`src/rtl/keypad_matrix_responder.sv`:
```
// keypad_matrix_responder: passive 4x4 key-matrix stand-in for the keypad scanner.
// On request it closes one contact with optional chatter, holds it, releases it
// with chatter, waits a quiet gap, then pulses done. The row path is combinational
// so the scanner sees exactly what a real passive matrix would return.
module keypad_matrix_responder #(
    parameter int DIV        = 20000,
    parameter int BOUNCES    = 2,
    parameter int HOLD_TICKS = 50,
    parameter int GAP_TICKS  = 25
) (
    input  logic       clk,
    input  logic       rst_n,
    input  logic [3:0] col,
    input  logic       req,
    input  logic [3:0] key_code,
    output logic [3:0] row,
    output logic       contact,
    output logic       busy,
    output logic       done
);

    typedef enum logic [2:0] {
        ST_IDLE      = 3'd0,
        ST_BOUNCE_IN = 3'd1,
        ST_HOLD      = 3'd2,
        ST_BOUNCE_OUT= 3'd3,
        ST_GAP       = 3'd4,
        ST_DONE      = 3'd5
    } state_t;

    // Phase lengths in ticks; zero hold/gap lengths behave as one tick.
    localparam logic [15:0] DIV_M1      = 16'(DIV - 1);
    localparam logic [15:0] BNC_LEN_M1  = 16'(2 * BOUNCES - 1);
    localparam logic [15:0] HOLD_LEN_M1 = (HOLD_TICKS == 0) ? 16'd0 : 16'(HOLD_TICKS - 1);
    localparam logic [15:0] GAP_LEN_M1  = (GAP_TICKS == 0) ? 16'd0 : 16'(GAP_TICKS - 1);
    localparam bit          HAS_BOUNCE  = (BOUNCES > 0);

    state_t      state_r;
    state_t      state_nxt_s;
    logic [15:0] presc_r;
    logic [15:0] bcnt_r;
    logic [15:0] bcnt_nxt_s;
    logic [3:0]  key_r;
    logic        contact_r;
    logic        busy_r;
    logic        done_r;
    logic        contact_nxt_s;
    logic        busy_nxt_s;
    logic        done_nxt_s;
    logic        tick_s;
    logic        accept_s;
    logic [3:0]  row_s;

    assign tick_s   = (presc_r == DIV_M1);
    assign accept_s = (state_r == ST_IDLE) && req;

    // Next-state and tick-count logic; the tick count clears on every state change.
    always_comb begin
        state_nxt_s = state_r;
        bcnt_nxt_s  = bcnt_r;
        case (state_r)
            ST_IDLE: begin
                if (req) begin
                    state_nxt_s = HAS_BOUNCE ? ST_BOUNCE_IN : ST_HOLD;
                    bcnt_nxt_s  = 16'd0;
                end else begin
                    bcnt_nxt_s  = 16'd0;
                end
            end
            ST_BOUNCE_IN: begin
                if (tick_s && (bcnt_r == BNC_LEN_M1)) begin
                    state_nxt_s = ST_HOLD;
                    bcnt_nxt_s  = 16'd0;
                end else if (tick_s) begin
                    bcnt_nxt_s  = bcnt_r + 16'd1;
                end else begin
                    bcnt_nxt_s  = bcnt_r;
                end
            end
            ST_HOLD: begin
                if (tick_s && (bcnt_r == HOLD_LEN_M1)) begin
                    state_nxt_s = HAS_BOUNCE ? ST_BOUNCE_OUT : ST_GAP;
                    bcnt_nxt_s  = 16'd0;
                end else if (tick_s) begin
                    bcnt_nxt_s  = bcnt_r + 16'd1;
                end else begin
                    bcnt_nxt_s  = bcnt_r;
                end
            end
            ST_BOUNCE_OUT: begin
                if (tick_s && (bcnt_r == BNC_LEN_M1)) begin
                    state_nxt_s = ST_GAP;
                    bcnt_nxt_s  = 16'd0;
                end else if (tick_s) begin
                    bcnt_nxt_s  = bcnt_r + 16'd1;
                end else begin
                    bcnt_nxt_s  = bcnt_r;
                end
            end
            ST_GAP: begin
                if (tick_s && (bcnt_r == GAP_LEN_M1)) begin
                    state_nxt_s = ST_DONE;
                    bcnt_nxt_s  = 16'd0;
                end else if (tick_s) begin
                    bcnt_nxt_s  = bcnt_r + 16'd1;
                end else begin
                    bcnt_nxt_s  = bcnt_r;
                end
            end
            ST_DONE: begin
                state_nxt_s = ST_IDLE;
                bcnt_nxt_s  = 16'd0;
            end
            default: begin
                state_nxt_s = ST_IDLE;
                bcnt_nxt_s  = 16'd0;
            end
        endcase
    end

    // Output decode from the next state so contact/busy/done can be registered without lag.
    always_comb begin
        contact_nxt_s = 1'b0;
        busy_nxt_s    = 1'b0;
        done_nxt_s    = 1'b0;
        case (state_nxt_s)
            ST_BOUNCE_IN: begin
                contact_nxt_s = ~bcnt_nxt_s[0];
                busy_nxt_s    = 1'b1;
            end
            ST_HOLD: begin
                contact_nxt_s = 1'b1;
                busy_nxt_s    = 1'b1;
            end
            ST_BOUNCE_OUT: begin
                contact_nxt_s = bcnt_nxt_s[0];
                busy_nxt_s    = 1'b1;
            end
            ST_GAP: begin
                busy_nxt_s    = 1'b1;
            end
            ST_DONE: begin
                done_nxt_s    = 1'b1;
            end
            default: begin
                contact_nxt_s = 1'b0;
            end
        endcase
    end

    // State, tick count and registered outputs.
    always_ff @(posedge clk or negedge rst_n) begin
        if (!rst_n) begin
            state_r   <= ST_IDLE;
            bcnt_r    <= 16'd0;
            contact_r <= 1'b0;
            busy_r    <= 1'b0;
            done_r    <= 1'b0;
        end else begin
            state_r   <= state_nxt_s;
            bcnt_r    <= bcnt_nxt_s;
            contact_r <= contact_nxt_s;
            busy_r    <= busy_nxt_s;
            done_r    <= done_nxt_s;
        end
    end

    // Tick prescaler; restarted on accept so each phase is a whole number of ticks.
    always_ff @(posedge clk or negedge rst_n) begin
        if (!rst_n) begin
            presc_r <= 16'd0;
        end else if (accept_s || tick_s) begin
            presc_r <= 16'd0;
        end else begin
            presc_r <= presc_r + 16'd1;
        end
    end

    // Key latch; holds the accepted position until the next accept.
    always_ff @(posedge clk or negedge rst_n) begin
        if (!rst_n) begin
            key_r <= 4'd0;
        end else if (accept_s) begin
            key_r <= key_code;
        end else begin
            key_r <= key_r;
        end
    end

    // Passive matrix: the closed contact pulls its row low only while its column is driven.
    // Bit 3 is index 0 on both buses, so index i maps to bit ~i.
    always_comb begin
        row_s = 4'b1111;
        if (contact_r && !col[~key_r[1:0]]) begin
            row_s[~key_r[3:2]] = 1'b0;
        end else begin
            row_s = 4'b1111;
        end
    end

    assign row     = row_s;
    assign contact = contact_r;
    assign busy    = busy_r;
    assign done    = done_r;

endmodule
```
`config.mk`:
```
export PLATFORM = sky130hd
export DESIGN_NAME = keypad_matrix_responder
export DESIGN_NICKNAME = d
export VERILOG_FILES = /design/src/rtl/keypad_matrix_responder.sv
export SDC_FILE = /design/constraint.sdc
export NUM_CORES = 1
export LEC_CHECK = 0
export ABC_AREA = 1
export CAP_MARGIN = 20
export CORE_UTILIZATION = 40
export CTS_CLUSTER_DIAMETER = 30
export DETAILED_ROUTE_END_ITERATION = 8
export SLEW_MARGIN = 20
export SYNTH_ARGS = -nofsm -noshare
export SYNTH_HDL_FRONTEND = slang
export SYNTH_SLANG_ARGS = --single-unit
```
`constraint.sdc`:
```
create_clock -name clk -period 1.8 [get_ports clk]
set_input_delay 0.18 -clock clk [delete_from_list [all_inputs] [get_ports clk]]
set_output_delay 0.18 -clock clk [all_outputs]
set_load 0.02 [all_outputs]
```
==> results of run 1 <==
worst reg2reg max path: stages, from the launching register on:
cell and delay (ns):
dfrtp_1 0.36, ha_2 0.19, nand2_2 0.07, nor2_4 0.15
nand2_1 0.11, nor2_2 0.11, nand2_1 0.08, inv_2 0.09
nand4_4 0.10, nor2_4 0.13, a21oi_1 0.08, and2_1 0.16
kinds of logic (layout without fill, tap and decap cells):
family | count (synthesis) | in the layout | share of synthesized area [%]
multiplexers | 1 | 1 | 0.437
AO/OA/AOI/OAI | 29 | 29 | 6.37
AND/OR/NAND/NOR | 192 | 192 | 36.9
buffers and inverters | 66 | 122 | 9.72
XOR/XNOR | 11 | 11 | 3.74
flip-flops | 42 | 42 | 40.8
adder cells (fa/ha/maj) | 4 | 4 | 1.94
flip-flops by register name (all words and copies together), names as in the netlist:
| signal | cells |
|---|---|
| bcnt_r | 16 |
| presc_r | 16 |
| key_r | 4 |
| state_r | 3 |
| busy | 1 |
| contact | 1 |
| done | 1 |
Yosys cell counts (5+ instances only):
cell type,count
a21oi_1,13
dfrtp_1,42
inv_1,58
inv_2,6
nand2_1,67
nand2_2,11
nand3_1,13
nand4_1,9
nor2_1,51
nor2_2,5
nor3_1,16
o21ai_0,9
xor2_1,11
what timing repair did:
action                                 CTS  global route
resized for setup                       18            22
setup buffers                            0            10
hold buffers                             1             0
setup endpoints to repair                4            23
endpoints found under the hold margin   42             0
pin swaps                                3            10
per-layer routing:
| metal | part of all wire [%] | GRT usage [%] | vias to the layer above | routed length [um] |
|---|---|---|---|---|
| li1 | - | - | 1187 | - |
| met1 | 47 | 21.9 | 1008 | 2630 |
| met2 | 49 | 30.7 | 16 | 2760 |
| met3 | 2.4 | 3.30 | 8 | 132 |
| met4 | 1.2 | 5.26 | 0 | 68 |
| met5 | 0 | 0 | - | 0 |
final timing paths:
kind,startpoint,end,slack [ns],cells after the start
max,presc_r[1]$_DFF_PN0_,presc_r[14]$_DFF_PN0_,0.07,11
min,key_code[0],key_r[0]$_DFFE_PN0P_,0.45,3
max reg2reg,presc_r[1]$_DFF_PN0_,presc_r[14]$_DFF_PN0_,0.07,11
min reg2reg,presc_r[5]$_DFF_PN0_,presc_r[5]$_DFF_PN0_,0.51,1
max in group asynchronous,rst_n,contact$_DFF_PN0_,0.95,3
min in group asynchronous,rst_n,bcnt_r[13]$_DFF_PN0_,0.47,3
final cells by class:
cell class                 count  share of cell area, %
clock inverter                 3                   2.10
clock buffer                   5                   2.10
sequential                    42                   32.1
inverter                      66                   7.64
tap                           75                   2.87
multi-input combinational    237                   41.1
timing repair buffer          48                   12.1
where the power goes:
group          internal [mW]  total, mW  switching [mW]
clock network          0.556      0.908           0.352
logic                 0.0231     0.0485          0.0255
registers              0.942      0.942               0
total                   1.52       1.90           0.378
==> summary.md, run 1 <==
| Metric | Value |
|---|---|
| Hold_ws | `0.449 ns` |
| H-tree depth | `2` |
| Placed cell area | `2980 um^2` |
| Final Worst Setup Slack | `0.0685 ns` |
| Yosys top cell area share | `40.8%` |
| Critical Path Fanout Max | `4` |
| Minimum clock period | `1.73 ns` |
| Iteration-0 DRC Markers | `86` |
| CP Class | `reg2reg` |
| Starting Density | `42.5%` |
| CTS tree | `yes` |
| Io pins | `18` |
| FILL cells | `580` |
| Largest net degree at the start of global routing | `43` |
| Post-synth EDFFs | `0` |
| Avg Vias per Cell | `4.66` |
| Clk sink count | `42` |
| WP buf/inv | `1` |
| Most frequent cells in the layout | `65 x nand2_1, 56 x inv_1, 46 x nor2_1, 42 x dfrtp_1, 27 x buf_4` |
| Seq/Total Area, Yosys | `40.8%` |
| Max IR drop VDD | `0.519 mV` |
| Hold Fails Final Rpt | `0` |
| Rows | `28` |
| Pleak | `1.70 nW` |
| Avg WL per Cell | `11.7 um` |
| Crit path arrival time | `1.93 ns` |
| DP Worst Slack | `-0.342 ns` |
| Synthesis Warnings | `0` |
| Mapped Cells | `345` |
| Ratio of cells with drive above 1 in the final layout | `24.4%` |
| IO Port Bufs | `17` |
| Utilization after layout | `54.0%` |
| Root Buffer | `clkbuf_8` |
| Asr flop ratio synth | `100%` |
| Vias in the first global route | `2101` |
| FF/Latch Area | `1050 um^2` |
| CP top delay family | `simple AND/OR/NAND/NOR gates` |
| 1st-pass router iterations | `4` |
| Die width | `82.2 um` |
| HPWL Detailed | `4.10 mm` |
| Worst Max-Slew Pin Slew | `0.540 ns` |
| Setup TNS Final | `0 ns` |
| Fin cells | `476` |
| Unique masters post-synth | `37` |
| Die Ht | `82.2 um` |
| Worst endpoint required time | `2.00 ns` |
| # diodes | `0` |
| Mean post-synth cell area | `7.46 um^2` |
| Fin Clk Skew | `0.00491 ns` |
| Worst-Skew Late Latency | `0.30 ns` |
| Max-cap viol count | `0` |
| Slowest-stage cell, CP | `dfrtp_1` |
| CTS buffer count | `5` |
| Most common cell after layout, fill and taps aside | `nand2_1` |
| Post-route ant nets | `0` |
| RSZ-0062 raised after global routing | `yes` |
| F_max | `0.578 GHz` |
| Routed vias | `2219` |
| Drc violations | `0` |
| CP Launch Type | `flop` |
| # setup viols final | `0` |
| Synth-to-Final Area Change | `27.2%` |
| Die Area | `6760 um^2` |
| Pins Over Slew Limit | `0` |
| Synth area leaders | `dfrtp_1 41%, nand2_1 9.8%, inv_1 8.5%` |
| Min-Delay Path Class | `in2reg` |
| Dpl cells | `457` |
| Fin crit share | `96.2%` |
| Synth Flop Type | `dfrtp_1` |
| Critical path capture point type | `flop` |
| All-Layer GR Usage | `17.6%` |
| Clock slew at reported path FFs | `0.08 ns` |
| Area of the multi-input gates | `1350 um^2` |
| Synth Cell Area | `2570 um^2` |
| GPL Wtd Cong | `0.785` |
| CORE AREA | `6060 um^2` |
| Outcome | `finished clean` |
| Synthesized net count | `360` |
| Final design area excluding fillers | `3270 um^2` |
| First-pass GRT wire length | `9.07 mm` |
| Pwr Density | `580 nW/um^2` |
| Delay of the slowest critical-path stage | `0.36 ns` |
| Initial antenna violation count | `0` |
| Slew headroom | `64.0%` |
| Number of synthesized register bits | `42` |
| GRT overflow | `0` |
| Worst path cell trace | `ha_2, nand2_2, nor2_4, nand2_1, nor2_2, nand2_1, inv_2, nand4_4, nor2_4, a21oi_1, and2_1` |
| Nets | `415` |
| Synth area leader | `dfrtp_1` |
| Pwr Total | `1.90 mW` |
| CTS Buffer Depth | `2` |
| Final WL | `5.59 mm` |
No activity file was read; power rests on OpenSTA's default activity.
==> run 2, diff against run 1 <==
Settings changed: CORE_UTILIZATION 40 to 39, GPL_ROUTABILITY_DRIVEN set to 0.
==> summary.md, run 2 (synthesized netlist as in run 1, its figures left out) <==
| Metric | Value |
|---|---|
| Delay of the slowest critical-path stage | `0.36 ns (about the same)` |
| Clk sink count | `42 (unchanged)` |
| Crit path arrival time | `2.00 ns (was 1.93 ns)` |
| Outcome | `finished clean (unchanged)` |
| Most frequent cells in the layout | `61 x nand2_1, 56 x inv_1, 46 x nor2_1, 42 x dfrtp_1, 28 x buf_4 (was 65 x nand2_1, 56 x inv_1, 46 x nor2_1, 42 x dfrtp_1, 27 x buf_4)` |
| F_max | `0.566 GHz (was 0.578 GHz)` |
| HPWL Detailed | `3.94 mm (was 4.10 mm)` |
| Rows | `29 (was 28)` |
| Fin cells | `478 (was 476)` |
| CTS Buffer Depth | `2 (unchanged)` |
| Iteration-0 DRC Markers | `75 (was 86)` |
| Nets | `415 (unchanged)` |
| Die Area | `6930 um^2 (was 6760 um^2)` |
| Met2 Use GR | `26.7% (was 30.7%)` |
| Avg Vias per Cell | `4.82 (was 4.66)` |
| GRT overflow | `0 (unchanged)` |
| Routed vias | `2302 (was 2219)` |
| First-pass GRT wire length | `9.36 mm (was 9.07 mm)` |
| Fin Clk Skew | `0.0114 ns (was 0.00491 ns)` |
| Crit-path most repeated cell | `buf_12` |
| GRT busiest layer | `met2 (unchanged)` |
| Biggest regs | `bcnt_r x16, presc_r x16, key_r x4 (unchanged)` |
| Worst endpoint required time | `2.03 ns (was 2.00 ns)` |
| Final WL | `5.44 mm (was 5.59 mm)` |
| Max IR drop VDD | `0.428 mV (was 0.519 mV)` |
| IO Port Bufs | `17 (unchanged)` |
| All-Layer GR Usage | `16.4% (was 17.6%)` |
| Initial antenna violation count | `0 (unchanged)` |
| Pwr Total | `1.74 mW (was 1.90 mW)` |
| Die Ht | `83.2 um (was 82.2 um)` |
| Worst path cell trace | `ha_2, nand2_2, nor2_4, nand2_4, nor2_8, buf_12, buf_12, nand4_1, buf_4, xor2_1, nor2_1 (was ha_2, nand2_2, nor2_4, nand2_1, nor2_2, nand2_1, inv_2, nand4_4, nor2_4, a21oi_1, and2_1)` |
| CP Launch Type | `flop (unchanged)` |
| Ratio of cells with drive above 1 in the final layout | `25.4% (was 24.4%)` |
| 1st-pass router iterations | `4 (unchanged)` |
| CTS buffer count | `5 (unchanged)` |
| Utilization after layout | `51.8% (was 54.0%)` |
| Slowest-stage cell, CP | `dfrtp_1 (unchanged)` |
| Fin crit share | `98.2% (was 96.2%)` |
| Min-Delay Path Class | `in2async (was in2reg)` |
| Met1 global-route usage | `21.2% (was 21.9%)` |
| Pleak | `1.68 nW (was 1.70 nW)` |
| Drc violations | `0 (unchanged)` |
| Max-cap viol count | `0 (unchanged)` |
| Hold Fails Final Rpt | `0 (unchanged)` |
| Most common cell after layout, fill and taps aside | `nand2_1 (unchanged)` |
| GRT met3 Usage | `3.28% (was 3.30%)` |
| CORE AREA | `6350 um^2 (was 6060 um^2)` |
| Hold_ws | `0.385 ns (was 0.449 ns)` |
| Slew headroom | `74.1% (was 64.0%)` |
| RSZ-0062 raised after global routing | `yes (unchanged)` |
| Starting Density | `40.5% (was 42.5%)` |
| Clock slew at reported path FFs | `0.08 ns (about the same)` |
| Post-route ant nets | `0 (unchanged)` |
| WP buf/inv | `3 (was 1)` |
| CP Class | `reg2reg (unchanged)` |
| Pwr Density | `528 nW/um^2 (was 580 nW/um^2)` |
| # setup viols final | `0 (unchanged)` |
| Pins Over Slew Limit | `0 (unchanged)` |
| Critical Path Fanout Max | `4 (unchanged)` |
| Root Buffer | `clkbuf_8 (unchanged)` |
| Setup TNS Final | `0 ns (unchanged)` |
| Vias in the first global route | `2167 (was 2101)` |
| CTS tree | `yes (unchanged)` |
| Minimum clock period | `1.77 ns (was 1.73 ns)` |
| # diodes | `0 (unchanged)` |
| Dpl cells | `455 (was 457)` |
| CP top delay family | `simple AND/OR/NAND/NOR gates (unchanged)` |
| Worst-Skew Late Latency | `0.30 ns (about the same)` |
| Io pins | `18 (unchanged)` |
| Die width | `83.2 um (was 82.2 um)` |
| Worst Max-Slew Pin Slew | `0.386 ns (was 0.540 ns)` |
| Avg WL per Cell | `11.4 um (was 11.7 um)` |
| Largest net degree at the start of global routing | `43 (unchanged)` |
| Synth-to-Final Area Change | `27.9% (was 27.2%)` |
| Critical path capture point type | `flop (unchanged)` |
| H-tree depth | `2 (unchanged)` |
==> run 2: metal layers <==
layer,up-vias,routed length (um)
li1,1191,-
met1,1075,2550
met2,27,2630
met3,9,158
met4,0,100
met5,-,0
==> run 2: power by group <==
group | leakage (nW) | switching, mW | internal [mW]
combinational | 1.08 | 0.0256 | 0.0261
sequential | 0.541 | 0 | 0.943
clock | 0.0579 | 0.337 | 0.409
total | 1.68 | 0.362 | 1.38
==> run 2: cell type report <==
type | instances | area, um^2
Clock buffer | 5 | 68.8
Clock inverter | 3 | 40.0
Inverter | 66 | 250
Multi-Input combinational cell | 237 | 1370
Timing Repair Buffer | 48 | 420
Tap cell | 77 | 96.3
Fill cell | 604 | 3060
Sequential cell | 42 | 1050
==> run 2: stage by stage <==
step | cell area [um^2] | setup WS [ns]
6_report | 3290 | 0.0319
5_1_grt | 3290 | -0.108
4_1_cts | 3080 | 0.00322
3_5_place_dp | 2970 | -0.319
3_3_place_gp | 2970 | -0.265
2_1_floorplan | 2570 | 0.195
==> run 2: worst register-to-register path, stage by stage, from the launching register on <==
cell	delay [ns]
dfrtp_1	0.36
ha_2	0.18
nand2_2	0.07
nor2_4	0.18
nand2_4	0.09
nor2_8	0.10
buf_12	0.12
buf_12	0.10
nand4_1	0.10
buf_4	0.16
xor2_1	0.13
nor2_1	0.10
==> run 2: path summary, 6_finish.rpt <==
check / startpoint / to / slack, ns / cells after the start
max: presc_r[0]$_DFF_PN0_ / bcnt_r[6]$_DFF_PN0_ / 0.03 / 11
min in group clk: key_code[0] / key_r[0]$_DFFE_PN0P_ / 0.45 / 3
max reg2reg: presc_r[0]$_DFF_PN0_ / bcnt_r[6]$_DFF_PN0_ / 0.03 / 11
max in group asynchronous: rst_n / presc_r[11]$_DFF_PN0_ / 1.21 / 3
min reg2reg: presc_r[2]$_DFF_PN0_ / presc_r[2]$_DFF_PN0_ / 0.52 / 1
min: rst_n / bcnt_r[13]$_DFF_PN0_ / 0.39 / 3
==> run 2: what timing repair did <==
item | CTS | global route
buffers inserted | 0 | 14
setup endpoints to repair | 4 | 22
pin swaps | 3 | 21
resized for setup | 17 | 29
endpoints found under the hold margin | 42 | 0
hold buffers | 1 | 0
==> run 3, diff against run 2 <==
Settings changed: CORE_UTILIZATION 39 to 35, PLACE_DENSITY set to 0.63.
==> summary.md, run 3 (synthesized netlist as in run 1, its figures left out) <==
| Metric | Value |
|---|---|
| CTS buffer count | `5 (unchanged)` |
| 1st-pass router iterations | `4 (unchanged)` |
| Most common cell after layout, fill and taps aside | `nand2_1 (unchanged)` |
| Worst endpoint required time | `1.99 ns (was 2.03 ns)` |
| Sw Share | `23.4% (was 20.8%)` |
| Hold Fails Final Rpt | `0 (unchanged)` |
| Worst R2R End | `presc_r[14]$_DFF_PN0_ (was bcnt_r[6]$_DFF_PN0_)` |
| Io pins | `18 (unchanged)` |
| Fin crit share | `101% (was 98.2%)` |
| Crit path arrival time | `2.00 ns (about the same)` |
| Worst-Skew Late Latency | `0.30 ns (about the same)` |
| Drc violations | `0 (unchanged)` |
| Critical path capture point type | `flop (unchanged)` |
| Clock slew at reported path FFs | `0.09 ns (was 0.08 ns)` |
| Iteration-0 DRC Markers | `66 (was 75)` |
| Pwr Density | `500 nW/um^2 (was 528 nW/um^2)` |
| Slew headroom | `73.2% (was 74.1%)` |
| Ratio of cells with drive above 1 in the final layout | `25.2% (was 25.4%)` |
| # diodes | `0 (unchanged)` |
| GRT overflow | `0 (unchanged)` |
| Vias in the first global route | `2099 (was 2167)` |
| CP Launch Type | `flop (unchanged)` |
| Clk pwr share | `38.9% (was 42.8%)` |
| Avg WL per Cell | `10.9 um (was 11.4 um)` |
| Min-Delay Path Class | `in2async (unchanged)` |
| Routed vias | `2274 (was 2302)` |
| Combinational power share | `3.2% (was 3.0%)` |
| FF-to-FF setup slack | `-0.01 ns (was 0.03 ns)` |
| Rows | `30 (was 29)` |
| CORE AREA | `6940 um^2 (was 6350 um^2)` |
| First-pass GRT wire length | `9.01 mm (was 9.36 mm)` |
| Clk sink count | `42 (unchanged)` |
| Failing checks | `negative setup slack` |
| Critical Path Fanout Max | `4 (unchanged)` |
| CTS Buffer Depth | `2 (unchanged)` |
| Die Area | `7700 um^2 (was 6930 um^2)` |
| Post-route ant nets | `0 (unchanged)` |
| Pwr Total | `1.63 mW (was 1.74 mW)` |
| RSZ-0062 raised after global routing | `yes (unchanged)` |
| Largest net degree at the start of global routing | `43 (unchanged)` |
| DP Worst Slack | `-0.272 ns (was -0.319 ns)` |
| Sequential power share | `57.9% (was 54.2%)` |
| Power Internal | `1.25 mW (was 1.38 mW)` |
| HPWL Detailed | `3.93 mm (was 3.94 mm)` |
| Die Ht | `87.8 um (was 83.2 um)` |
| Final Worst Setup Slack | `-0.0119 ns (was 0.0319 ns)` |
| Sw Pwr | `0.382 mW (was 0.362 mW)` |
| Avg Vias per Cell | `4.61 (was 4.82)` |
| FF-to-FF path depth | `11 (unchanged)` |
| Worst Max-Slew Pin Slew | `0.399 ns (was 0.386 ns)` |
| Pleak | `1.65 nW (was 1.68 nW)` |
| CP Class | `reg2reg (unchanged)` |
| CTS tree | `yes (unchanged)` |
| Initial antenna violation count | `0 (unchanged)` |
| # setup viols final | `1 (was 0)` |
| Nets | `411 (was 415)` |
| H-tree depth | `2 (unchanged)` |
| Final WL | `5.35 mm (was 5.44 mm)` |
| Biggest regs | `bcnt_r x16, presc_r x16, key_r x4 (unchanged)` |
| All-Layer GR Usage | `14.7% (was 16.4%)` |
| Hold_ws | `0.394 ns (was 0.385 ns)` |
| F_max | `0.552 GHz (was 0.566 GHz)` |
| Worst reg2reg path startpoint | `presc_r[1]$_DFF_PN0_ (was presc_r[0]$_DFF_PN0_)` |
| Root Buffer | `clkbuf_8 (unchanged)` |
| Synth-to-Final Area Change | `26.5% (was 27.9%)` |
| Placed cell area | `2980 um^2 (was 2970 um^2)` |
| Die width | `87.8 um (was 83.2 um)` |
| Pins Over Slew Limit | `0 (unchanged)` |
| IO Port Bufs | `17 (unchanged)` |
| Max IR drop VDD | `0.330 mV (was 0.428 mV)` |
| Final design area excluding fillers | `3260 um^2 (was 3290 um^2)` |
| Fin Clk Skew | `0.00896 ns (was 0.0114 ns)` |
| Starting Density | `37.1% (was 40.5%)` |
| Minimum clock period | `1.81 ns (was 1.77 ns)` |
| Outcome | `complete, but fails checks (was finished clean)` |
| Max-cap viol count | `0 (unchanged)` |
| Most frequent cells in the layout | `64 x nand2_1, 55 x inv_1, 45 x nor2_1, 42 x dfrtp_1, 26 x buf_4 (was 61 x nand2_1, 56 x inv_1, 46 x nor2_1, 42 x dfrtp_1, 28 x buf_4)` |
## run 3: cell count changes in the layout (fill, tap and decap cells not counted), moves of 2 or more
cell        previous run  this run
clkinv_2               2         0
clkinvlp_4             0         2
buf_12                 3         1
nand2_4                2         4
nand2_2               16        12
buf_4                 28        26
nand2_1               61        64
## run 3: final cells by class
class | instances | area [um^2]
fill | 697 | 3690
multi-input combinational | 237 | 1380
sequential | 42 | 1050
timing repair buffer | 44 | 365
inverter | 66 | 250
tap | 96 | 120
clock buffer | 5 | 68.8
clock inverter | 3 | 23.8
## run 3: critical path, stage by stage, from the launching register on
cell	delay (ns)
dfrtp_1	0.37
ha_2	0.20
nand2_2	0.07
nor2_4	0.19
nand2_2	0.10
nor2_4	0.14
nand2_2	0.07
inv_2	0.08
nand4_4	0.10
nor2_4	0.16
a21oi_1	0.07
and2_1	0.15
## run 3: how the worst max path moves through the flow
stage / slack (ns) / end / from
final: -0.01 / presc_r[14]$_DFF_PN0_ / presc_r[1]$_DFF_PN0_
after global routing: -0.10 / presc_r[14]$_DFF_PN0_ / presc_r[1]$_DFF_PN0_
after CTS: 0.002 / busy$_DFF_PN0_ / bcnt_r[0]$_DFF_PN0_
after detailed placement: -0.27 / row[2] / col[3]
after global placement: -0.26 / row[0] / col[3]
after floorplan: 0.20 / contact$_DFF_PN0_ / presc_r[0]$_DFF_PN0_
## run 3: per-layer routing
layer,GRT usage [%],wire (um),vias to the layer above
met3,2.92,131,7
met5,0,0,-
met4,3.58,46,0
li1,-,-,1184
met1,19.5,2550,1061
met2,24.8,2630,22
## run 3: what timing repair did
item                       in CTS  in global routing
pin swaps                       1                 15
setup endpoints to repair       5                 31
hold buffers                    1                  0
hold endpoints to repair       42                  0
gates resized for setup        18                 31
setup buffers                   0                 12
## run 3: stage by stage
stage	util (%)	setup TNS, ns	instances
floorplan	-	0	345
global placement	43.0	-1.03	473
detailed placement	43.0	-1.06	473
CTS	44.2	0	482
global route	46.9	-0.826	493
finish	46.9	-0.0119	493
## run 3: power by group through the flow
stage | registers [mW] | logic, mW | clock network, mW
5_1_grt | 0.943 | 0.0590 | 0.693
3_5_place_dp | 0.961 | 0.0537 | 0
4_1_cts | 0.943 | 0.0547 | 0.653
6_report | 0.943 | 0.0524 | 0.634
2_1_floorplan | 0.962 | 0.00402 | 0
3_3_place_gp | 0.961 | 0.0531 | 0
